<file path="config.mk">
export PLATFORM = sky130hd
export DESIGN_NAME = lmring_node
export DESIGN_NICKNAME = d
export VERILOG_FILES = /design/src/rtl/lmring_pkg.sv /design/src/rtl/nbit_ndepth_queue.sv /design/src/rtl/lmring_node.sv
export SDC_FILE = /design/constraint.sdc
export NUM_CORES = 2
export LEC_CHECK = 0
export ABC_AREA = 1
export CAP_MARGIN = 20
export CORE_AREA = 3 3 604 606
export DETAILED_ROUTE_END_ITERATION = 12
export DIE_AREA = 0 0 607 609
export SLEW_MARGIN = 25
export SYNTH_ARGS = -nofsm -noshare
export SYNTH_HDL_FRONTEND = slang
export SYNTH_SLANG_ARGS = --single-unit
</file>
<file path="constraint.sdc">
create_clock -name ACLK -period 11.85 [get_ports ACLK]
set_input_delay 2.37 -clock ACLK [delete_from_list [all_inputs] [get_ports ACLK]]
set_output_delay 2.37 -clock ACLK [all_outputs]
set_load 0.05 [all_outputs]
</file>
<file path="src/rtl/lmring_pkg.sv">
// Shared ring-packet layout, identity widths and LMM address width.
package lmring_pkg;

  localparam int unsigned CHIP_BITS        = 4;
  localparam int unsigned EXRING_ADDR_BITS = 16;

  // Packet layout, LSB first: d, dm, a, av, sq, col, ty, rw
  function automatic int unsigned off_d(input int unsigned dw);
    return 0 * dw;
  endfunction

  function automatic int unsigned off_dm(input int unsigned dw);
    return dw;
  endfunction

  function automatic int unsigned off_a(input int unsigned dw);
    return dw + dw / 8;
  endfunction

  function automatic int unsigned off_av(input int unsigned dw);
    return off_a(dw) + 32;
  endfunction

  function automatic int unsigned off_sq(input int unsigned dw);
    return off_av(dw) + 1;
  endfunction

  function automatic int unsigned off_col(input int unsigned dw);
    return off_sq(dw) + 8;
  endfunction

  function automatic int unsigned off_ty(input int unsigned dw, input int unsigned colb);
    return off_col(dw) + colb;
  endfunction

  function automatic int unsigned off_rw(input int unsigned dw, input int unsigned colb);
    return off_ty(dw, colb) + 3;
  endfunction

  function automatic int unsigned br_bits(input int unsigned ncol, input int unsigned dw);
    return off_rw(dw, $clog2(ncol)) + 1;
  endfunction

  // Ring packet width for the default NCOL=4, DW=256 build
  localparam int unsigned BR_BITS = br_bits(4, 256);

endpackage

</file>
<file path="src/rtl/nbit_ndepth_queue.sv">
// W-bit, DEPTH-entry FIFO; head is presented combinationally and gated to zero when empty.
module nbit_ndepth_queue #(
  parameter int unsigned W     = 8,
  parameter int unsigned DEPTH = 4
) (
  input  logic                         clk,
  input  logic                         rst_n,
  input  logic                         push_i,
  input  logic [W-1:0]                 data_i,
  input  logic                         pop_i,
  output logic [W-1:0]                 head_c_o,
  output logic [$clog2(DEPTH+1)-1:0]   count_o
);

  localparam int unsigned PW = (DEPTH > 1) ? $clog2(DEPTH) : 1;
  localparam int unsigned CW = $clog2(DEPTH + 1);

  logic [W-1:0]  mem_q [DEPTH];
  logic [PW-1:0] wr_q, wr_d, rd_q, rd_d;
  logic [CW-1:0] cnt_q, cnt_d;
  logic          do_pop;

  function automatic logic [PW-1:0] ptr_inc(input logic [PW-1:0] p);
    return (p == PW'(DEPTH - 1)) ? '0 : p + PW'(1);
  endfunction

  // Next pointers and occupancy; push and pop may coincide
  always_comb begin
    do_pop = pop_i && (cnt_q != '0);
    wr_d   = push_i ? ptr_inc(wr_q) : wr_q;
    rd_d   = do_pop ? ptr_inc(rd_q) : rd_q;
    cnt_d  = cnt_q;
    if (push_i && !do_pop) begin
      cnt_d = cnt_q + CW'(1);
    end else if (!push_i && do_pop) begin
      cnt_d = cnt_q - CW'(1);
    end
  end

  // Pointer and count state
  always_ff @(posedge clk or negedge rst_n) begin
    if (!rst_n) begin
      wr_q  <= '0;
      rd_q  <= '0;
      cnt_q <= '0;
    end else begin
      wr_q  <= wr_d;
      rd_q  <= rd_d;
      cnt_q <= cnt_d;
    end
  end

  // Storage array, contents are don't-care until written
  always_ff @(posedge clk) begin
    if (push_i) begin
      mem_q[wr_q] <= data_i;
    end
  end

  assign head_c_o = (cnt_q != '0) ? mem_q[rd_q] : '0;
  assign count_o  = cnt_q;

endmodule

</file>
<file path="src/rtl/lmring_node.sv">
// Ring node: LMM window decode, credit-based accept, fixed-latency read merge, output FIFO.
module lmring_node
  import lmring_pkg::*;
#(
  parameter int unsigned NCOL   = 4,
  parameter int unsigned DW     = 256,
  parameter int unsigned RD_LAT = 1,
  parameter int unsigned DEPTH  = 4
) (
  input  logic                          ACLK,
  input  logic                          RSTN,
  input  logic [CHIP_BITS-1:0]          chip,
  input  logic [5:0]                    l_row,
  input  logic [NCOL*32-1:0]            cfg_top,
  input  logic [NCOL*32-1:0]            cfg_bot,
  input  logic [NCOL-1:0]               cfg_axir,
  input  logic [NCOL-1:0]               cfg_axiw,
  input  logic                          bin_val,
  input  logic [br_bits(NCOL, DW)-1:0]  bin,
  output logic                          bin_rdy,
  input  logic                          ea_rbsy,
  input  logic                          ea_wbsy,
  output logic [DW/32-1:0]              rng_r,
  output logic [DW/32-1:0]              rng_w,
  output logic [$clog2(NCOL)-1:0]       lm_col,
  output logic [EXRING_ADDR_BITS-1:0]   lm_addr,
  output logic [DW/8-1:0]               lm_wm,
  output logic [DW-1:0]                 lm_wd,
  input  logic [DW-1:0]                 mr_data,
  output logic                          bout_val,
  output logic [br_bits(NCOL, DW)-1:0]  bout,
  input  logic                          bout_rdy
);

  localparam int unsigned COLB  = $clog2(NCOL);
  localparam int unsigned NLANE = DW / 32;
  localparam int unsigned LB    = $clog2(DW / 8);
  localparam int unsigned LW    = LB - 2;
  localparam int unsigned BRW   = br_bits(NCOL, DW);
  localparam int unsigned O_D   = off_d(DW);
  localparam int unsigned O_DM  = off_dm(DW);
  localparam int unsigned O_A   = off_a(DW);
  localparam int unsigned O_AV  = off_av(DW);
  localparam int unsigned O_COL = off_col(DW);
  localparam int unsigned O_TY  = off_ty(DW, COLB);
  localparam int unsigned O_RW  = off_rw(DW, COLB);
  localparam int unsigned QCW   = $clog2(DEPTH + 1);
  localparam int unsigned OCW   = $clog2(DEPTH + RD_LAT + 1);
  localparam int unsigned L     = RD_LAT - 1;

  logic                 f_rw, f_av;
  logic [2:0]           f_ty;
  logic [COLB-1:0]      f_col;
  logic [31:LB]         f_aline;
  logic [5:0]           f_arow;
  logic [CHIP_BITS-1:0] f_acdx;
  logic [DW/8-1:0]      f_dm;

  assign f_rw    = bin[O_RW];
  assign f_ty    = bin[O_TY +: 3];
  assign f_col   = bin[O_COL +: COLB];
  assign f_av    = bin[O_AV];
  assign f_aline = bin[O_A + LB +: 32 - LB];
  assign f_arow  = bin[O_A + 7 +: 6];
  assign f_acdx  = bin[O_A + 16 +: CHIP_BITS];
  assign f_dm    = bin[O_DM +: DW/8];

  logic [31:0]      top_sel, bot_sel, line, ftag, ltag;
  logic [NLANE-1:0] fmask, lmask, hit, lane_dm, merge_in;
  logic             unused_lowbits, local_hit, av_out;
  logic [BRW-1:0]   pkt_in, push_pkt, q_head;
  logic [QCW-1:0]   q_count;
  logic [OCW-1:0]   occ;
  logic             accept, pop;

  logic [BRW-1:0]   pkt_q [RD_LAT];
  logic [NLANE-1:0] mrg_q [RD_LAT];
  logic [RD_LAT-1:0] vld_q;

  // Per-column window select
  always_comb begin
    top_sel = '0;
    bot_sel = '0;
    for (int unsigned c = 0; c < NCOL; c++) begin
      if (f_col == COLB'(c)) begin
        top_sel = cfg_top[32*c +: 32];
        bot_sel = cfg_bot[32*c +: 32];
      end
    end
  end

  assign unused_lowbits = ^{top_sel[1:0], bot_sel[1:0]};

  // Line tags, partial-line lane masks and per-lane window hit
  always_comb begin
    line = {f_aline, LB'(0)};
    ftag = {top_sel[31:LB], LB'(0)};
    ltag = {bot_sel[31:LB], LB'(0)};
    for (int unsigned i = 0; i < NLANE; i++) begin
      fmask[i]   = (LW'(i) >= top_sel[LB-1:2]);
      lmask[i]   = (LW'(i) <= bot_sel[LB-1:2]);
      lane_dm[i] = |f_dm[4*i +: 4];
    end
    if ((line == ftag) && (line == ltag)) begin
      hit = fmask & lmask;
    end else if (line == ftag) begin
      hit = fmask;
    end else if (line == ltag) begin
      hit = lmask;
    end else if ((line > ftag) && (line < ltag)) begin
      hit = '1;
    end else begin
      hit = '0;
    end
  end

  // AXI range hits and LMM write strobes
  always_comb begin
    rng_r = (cfg_axir[f_col] && !f_rw && (f_ty == 3'd4)) ? hit : '0;
    rng_w = (cfg_axiw[f_col] &&  f_rw && (f_ty == 3'd4)) ? (hit & lane_dm) : '0;
    for (int unsigned i = 0; i < NLANE; i++) begin
      lm_wm[4*i +: 4] = rng_w[i] ? f_dm[4*i +: 4] : 4'h0;
    end
  end

  assign lm_wd   = bin[O_D +: DW];
  assign lm_addr = line[EXRING_ADDR_BITS-1:0];
  assign lm_col  = f_col;

  // Outgoing av and read-merge lanes latched at accept
  always_comb begin
    local_hit = ((f_acdx == chip) || (f_acdx == '0)) && (f_arow == l_row);
    av_out    = f_av | (|rng_r) | (|rng_w) | (local_hit & (f_ty < 3'd4));
    merge_in  = (f_ty < 3'd4) ? '0 : rng_r;
    pkt_in    = bin;
    pkt_in[O_AV] = av_out;
  end

  // Credits count in-flight pipeline stages plus queued entries
  always_comb begin
    occ = OCW'(q_count);
    for (int unsigned i = 0; i < RD_LAT; i++) begin
      occ = occ + OCW'(vld_q[i]);
    end
    bin_rdy = (occ < OCW'(DEPTH)) && !((|rng_r) && ea_rbsy) && !((|rng_w) && ea_wbsy);
    accept  = bin_val && bin_rdy;
  end

  // Fixed-latency read pipeline, never stalls
  always_ff @(posedge ACLK or negedge RSTN) begin
    if (!RSTN) begin
      vld_q <= '0;
      for (int unsigned i = 0; i < RD_LAT; i++) begin
        pkt_q[i] <= '0;
        mrg_q[i] <= '0;
      end
    end else begin
      vld_q[0] <= accept;
      pkt_q[0] <= pkt_in;
      mrg_q[0] <= merge_in;
      for (int unsigned i = 1; i < RD_LAT; i++) begin
        vld_q[i] <= vld_q[i-1];
        pkt_q[i] <= pkt_q[i-1];
        mrg_q[i] <= mrg_q[i-1];
      end
    end
  end

  // Last stage: replace hit read lanes with LMM data
  always_comb begin
    push_pkt = pkt_q[L];
    for (int unsigned i = 0; i < NLANE; i++) begin
      if (mrg_q[L][i]) begin
        push_pkt[O_D + 32*i +: 32] = mr_data[32*i +: 32];
      end
    end
  end

  assign bout_val = (q_count != '0);
  assign pop      = bout_val && bout_rdy;
  assign bout     = q_head;

  nbit_ndepth_queue #(
    .W     (BRW),
    .DEPTH (DEPTH)
  ) u_oq (
    .clk      (ACLK),
    .rst_n    (RSTN),
    .push_i   (vld_q[L]),
    .data_i   (push_pkt),
    .pop_i    (pop),
    .head_c_o (q_head),
    .count_o  (q_count)
  );

endmodule

</file>
# After elaboration in Yosys (flattened, before gate mapping)
# Memory sizes are Yosys's and may differ from the RTL's.
# Index checks and enable logic that the tools add are counted.
[word_totals]
regBits = 351
mem_bits_rw = 1340
inputBits = 871
out_inout_bits = 659
wordCells = 127
mem_count = 1
[memory_table]
columns = ["name", "depth", "word_bits", "read_ports", "rd_clocked_by_memory_dff", "wr", "line", "text"]
rows = [
  ["u_oq.mem_q", 4, 335, 1, 0, 1, "nbit_ndepth_queue.sv:18", "logic [W-1:0] mem_q [DEPTH];"],
]
[classes]
n_addsub = 5
n_lt_le_gt_ge = 21
eq_ne = 10
n_mux = 42
bitwise_logic = 6
n_reduce_logical = 36
[op_table]
columns = ["op", "count"]
rows = [
  ["$mux 32", 16],
  ["$mux 335", 1],
  ["$mux 8", 7],
  ["$eq 27x27->1", 2],
  ["$gt 32x32->1", 1],
  ["$lt 32x32->1", 1],
  ["$mux 4", 8],
  ["$reduce_or 4->1", 8],
  ["$and 8x8->8", 2],
  ["$logic_and 1x1->1", 16],
  ["$reduce_or 8->1", 2],
  ["$ge 3x3->1 const A", 4],
  ["$le 3x3->1 const A", 4],
  ["$eq 2x2->1 const B", 4],
  ["$eq 6x6->1", 1],
  ["$ge 1x3->1 const A", 2],
  ["$ge 2x3->1 const A", 2],
  ["$le 1x3->1 const A", 2],
  ["$le 2x3->1 const A", 2],
  ["$lt 3x3->1 const B", 2],
  ["$mux 3", 2],
  ["$logic_not 1->1", 5],
  ["$add 2x1->2 const B", 2],
  ["$bmux 1 s2", 2],
  ["16 further kinds", 22],
]

# Depth between registers and ports, before layout
[depth]
depth_word = 18
ltp_mapped = 28
ltp_nobuf = 25

# Cells and area by module
# A second synthesis with hierarchy kept.
[hier_totals]
cells_unflattened = 6962
hier_area_um2 = 74612.8
[by_module_without_submodules]
columns = ["module", "instances", "cells_per_inst", "area_each_um2", "seq_area_each_um2"]
rows = [
  ["nbit_ndepth_queue", 1, 5340, 56967.1, 40413.8],
  ["lmring_node", 1, 1622, 17645.7, 8608.3],
]

# Worst setup path after synthesis
# No wires, ideal clock.
[synth_path]
path_type = "input port to output port"
startpoint = "input bin[329]"
endpoint = "output lm_wm[0]"
arrival_ns = 5.888
required_ns = 9.480
path_slack_ns = 3.592
path_stages = 19
path_buffers = 3
path_cell_list = "buf_4 > inv_2 > nor2_4 > clkbuf_1 > clkbuf_1 > nand2_1 > nand3_1 > a21oi_1 > ha_1 > nand2_1 > nor2_1 > nand2_1 > nor2_1 > nand2_1 > nand2_1 > inv_1 > nand2_2 > nand2_1 > nor3b_1"
[synth_via]
elab_chain_cells = 14
elab_cells_between_ends = 32
classes_between = "order compare: 4; eq/ne: 5; mux: 16; bitwise: 2; reduce/logical: 5"
[synth_rtl]
columns = ["element", "line", "text"]
rows = [
  ["start: declaration", "lmring_node.sv:19", "input logic [br_bits(NCOL, DW)-1:0] bin,"],
  ["$logic_not 2->1", "lmring_node.sv:85", "if (f_col == COLB'(c)) begin"],
  ["$mux 32 (4 in a row)", "lmring_node.sv:85", ""],
  ["$gt 32x32->1 / $lt 32x32->1 (equally long branches)", "lmring_node.sv:110", "end else if ((line > ftag) && (line < ltag)) begin"],
  ["$logic_and 1x1->1", "lmring_node.sv:110", ""],
  ["$mux 8", "lmring_node.sv:110", ""],
  ["$mux 8", "lmring_node.sv:108", "end else if (line == ltag) begin"],
  ["$mux 8", "lmring_node.sv:106", "end else if (line == ftag) begin"],
  ["$mux 8", "lmring_node.sv:104", "if ((line == ftag) && (line == ltag)) begin"],
  ["$and 8x8->8", "lmring_node.sv:120", "rng_w = (cfg_axiw[f_col] && f_rw && (f_ty == 3'd4)) ? (hit & lane_dm) : '0;"],
  ["$mux 8 (*)", "lmring_node.sv:120", ""],
  ["$mux 4 (*)", "lmring_node.sv:122", "lm_wm[4*i +: 4] = rng_w[i] ? f_dm[4*i +: 4] : 4'h0;"],
  ["end: declaration", "lmring_node.sv:27", "output logic [DW/8-1:0] lm_wm,"],
]
# Every way passes the cells marked *; elsewhere a longest branch is shown, timed or not. The select of a mux whose other input is x is not followed.

# Worst setup path in the final report
[layout_path]
startpoint = "input bin[330]"
endpoint = "output bin_rdy"
[layout_via]
elab_chain_cells = 17
elab_cells_between_ends = 58
classes_between = "order compare: 18; eq/ne: 5; mux: 18; bitwise: 2; reduce/logical: 15"
[layout_rtl]
columns = ["element", "line", "text"]
rows = [
  ["$logic_not 2->1", "lmring_node.sv:85", ""],
  ["$mux 32 (4 in a row)", "lmring_node.sv:85", ""],
  ["$gt 32x32->1 / $lt 32x32->1 (equally long branches)", "lmring_node.sv:110", ""],
  ["$logic_and 1x1->1", "lmring_node.sv:110", ""],
  ["$mux 8", "lmring_node.sv:110", ""],
  ["$mux 8", "lmring_node.sv:108", ""],
  ["$mux 8", "lmring_node.sv:106", ""],
  ["$mux 8", "lmring_node.sv:104", ""],
  ["$and 8x8->8 / $mux 8 (equally long branches)", "lmring_node.sv:120, lmring_node.sv:119", ""],
  ["$mux 8 / $reduce_or 8->1 (equally long branches)", "lmring_node.sv:120, lmring_node.sv:145", ""],
  ["$reduce_or 8->1 / $logic_and 1x1->1 (equally long branches)", "lmring_node.sv:145", "bin_rdy = (occ < OCW'(DEPTH)) && !((|rng_r) && ea_rbsy) && !((|rng_w) && ea_wbsy);"],
  ["$logic_and 1x1->1 / $logic_not 1->1 (equally long branches)", "lmring_node.sv:145", ""],
  ["$logic_not 1->1 / $logic_and 1x1->1 (equally long branches)", "lmring_node.sv:145", ""],
  ["$logic_and 1x1->1 (*)", "lmring_node.sv:145", ""],
  ["end: declaration", "lmring_node.sv:20", "output logic bin_rdy,"],
]
# Marks and branches as above.

==> impl_metrics.csv <==
group,metric,value,unit
outcome,run_status,"finished clean",
cells_and_area,area_delta_synth_final,36.0,%
placed_design,placed_cell_area,88000,sq um
timing,clock_skew,47.5,ps
global_routing,first_global_vias,46400,
clocking,cts_max_level,4,
cells_and_area,instances_no_fill,11800,
clocking,cts_resized,0,
setup_path,rr_worst_depth,6,
clocking,numCtsBuffers,191,
cells_and_area,final_area,94500,sq um
timing,worst_pin_slew,1130,ps
yosys,avgSynthCellArea,12.4,sq um
setup_path,r2r_slack,8480,ps
global_routing,grt_max_degree,243,
yosys,synth_area,69500,sq um
route,wl_per_cell,27.6,um
clocking,postCtsHoldBufs,0,
setup_path,reg2reg_to,"u_oq.mem_q[1][250]",
setup_path,arrival,8640,ps
placed_design,globalplace.congestion,0.910,
timing,slew_viol_final,0,
power_and_ir_drop,peakVddDrop,0.000171,V
cells_and_area,layout_commonest_cell,"clkdlybuf4s50_1",
global_routing,antenna_found_initial,172,
yosys,ys_seq_area_share,70.5,%
power_and_ir_drop,report.power.total,24700,uW
die,die_y,609,um
route,first_pass_iters,5,
die,ios,1530,
die,fp-row-count,220,
clocking,clock_path_buffers,4,
yosys,synth_edf_count,1340,
min_path,hold_path_end,"u_oq.mem_q[3][281]",
clocking,clk_pin_slew,60,ps
yosys,async_reset_ff_share,20.8,%
cells_and_area,nets,7731,
setup_path,crit_type,"in2out",
route,vias,49000,
timing,clock.fmax,0.0908,GHz
job,max_cap_violations,0,
timing,finalHoldViolCount,0,
die,die_area,370000,sq um
power_and_ir_drop,power.density,262,nW/um^2
global_routing,grt_pass1_wl,421000,um
global_routing,overflow,0,
setup_path,required,9480,ps
setup_path,cp_max_fo,27,
power_and_ir_drop,power_leakage,0.0326,uW
min_path,hold_class,"reg2reg",
cells_and_area,drive_gt1_share,10.4,%
die,start_util,19.3,%
setup_path,cp-start-kind,"input pin",
global_routing,grt_usage,16.7,%
placed_design,dpl.cell_count,11400,
clocking,cts_tree,"built",
placed_design,port_buffers,1508,
route,drcViolationCount,0,
clocking,clock-sinks,1691,
route,antenna_left,0,
timing,relSlewSlack,24.7,%
setup_path,r2r-start,"u_oq.wr_q[1]",
placed_design,hpwl,240000,um
yosys,netlist_instances,5605,
setup_path,cp-end-kind,"output pin",
clocking,cts_setup_buffers,0,
route,wirelength,324000,um
timing,finalSetupViolations,0,
cells_and_area,utilization,26.3,%
cells_and_area,fillers,37100,
route,avgViaCountPerCell,4.16,
yosys,ys_ff_latch,1691,
min_path,whs_path_depth,0,
yosys,ys_warn_count,0,
yosys,synth_ff_type,"edfxtp_1",
timing,timing.setup.tns,0,ps
route,initialDrtViolationCount,4062,
timing,fin_crit_sh,92.9,%
yosys,synth_cell_type_count,53,
timing,period_minus_slack,11010,ps
cells_and_area,layout_common_cells,"clkdlybuf4s50_1, nor2_1, edfxtp_1",
die,core-area,359000,sq um
clocking,clk_latency,860,ps
timing,rsz0062_at_grt,"no",
die,die_width,607,um
min_path,holdCritStartpoint,"pkt_q[281]",
clocking,root_buffer,"clkbuf_16",
[cell usage after synthesis (44+ instances only)]
| master | instances | area share (%) |
|---|---|---|
| a21oi_1 | 388 | 2.8 |
| a22o_1 | 44 | 0.55 |
| buf_1 | 64 | 0.35 |
| buf_4 | 275 | 3.0 |
| clkbuf_1 | 249 | 1.3 |
| dfrtp_1 | 351 | 13 |
| edfxtp_1 | 1340 | 58 |
| ha_1 | 62 | 1.1 |
| inv_1 | 97 | 0.52 |
| mux2_2 | 257 | 4.2 |
| nand2_1 | 157 | 0.85 |
| nor2_1 | 1432 | 7.7 |
| o21ai_0 | 693 | 5.0 |
[logic make-up (layout without fill, tap and decap cells)]
logic type	Yosys count	in the layout	share of synthesized area [%]
buf+inv	697	2044	5.28
fa+ha+maj	63	63	1.15
simple gates	1689	1689	9.58
flops	1691	1691	70.5
other cells	1	39	0.00540
compound gates	1194	1194	9.12
mux	257	257	4.16
xor+xnor	13	13	0.164
[sequential cells by signal (all words and copies together), names as in the netlist]
| name | flops |
|---|---|
| mrg_q | 8 |
| pkt_q | 335 |
| u_oq.count_o | 3 |
| u_oq.mem_q | 1340 |
| u_oq.rd_q | 2 |
| u_oq.wr_q | 2 |
| vld_q | 1 |
[power by group]
| group | internal, uW | switching [uW] | leakage (uW) | total [uW] |
|---|---|---|---|---|
| logic | 3040 | 8160 | 0.0132 | 11200 |
| registers | 7260 | 239 | 0.0163 | 7490 |
| clock network | 3480 | 2530 | 0.00310 | 6010 |
[metrics by stage]
| step | hold WS [ps] | worst slack, ps |
|---|---|---|
| global placement | 468 | 910 |
| global route | 470 | 547 |
| detailed placement | 472 | 834 |
| floorplan | 455 | 3590 |
| finish | 477 | 837 |
| CTS | 449 | 826 |
[layout make-up]
type	instances	area [sq um]	area share, %
diodes	34	85.1	0.0901
clock buffers	249	5220	5.52
clock inverters	103	1130	1.20
inverters	106	450	0.477
multi-input cells	3221	16800	17.8
flip-flops and latches	1691	49000	51.9
well taps	4773	5970	6.32
repair buffers	1586	15700	16.7
[critical path: stages]
cell and delay (ps):
clkdlybuf4s50_1 750, nor2_4 800, inv_1 230, o22ai_1 530
o21ai_0 380, inv_1 170, ha_1 250, nand2_1 80
nor2_1 70, nand3b_1 140, inv_1 60, nand2_1 50
nand2_1 80, nor2_1 120, nand3_1 340, nand2_2 140
buf_4 220, nand2_1 380, nor2_1 240, nand2_2 310
nand2_2 330, nor2_2 80, nand2_1 70, nand2_1 80
nand2_2 90, inv_1 60, buf_12 140
[routing by layer]
metal  vias to the layer above  wire length (um)  part of all wire, %  track usage [%]
met3                       575             25900                  8.0             4.65
met2                      1990            155000                   48             27.7
met4                        80             13500                  4.2             6.98
met5                         -               522                 0.16                0
met1                     24400            129000                   40             20.4
li1                      21900                 -                    -                -
[worst max path at each step]
stage	startpoint	endpoint	slack, ps	cells after the start
CTS	bin[330]	bin_rdy	830	27
detailed placement	bin[330]	bin_rdy	830	27
finish	bin[330]	bin_rdy	840	27
floorplan	bin[329]	lm_wm[0]	3590	19
global route	bin[330]	bin_rdy	550	27
global placement	bin[330]	bin_rdy	910	27
No activity file was read; power rests on OpenSTA's default activity.
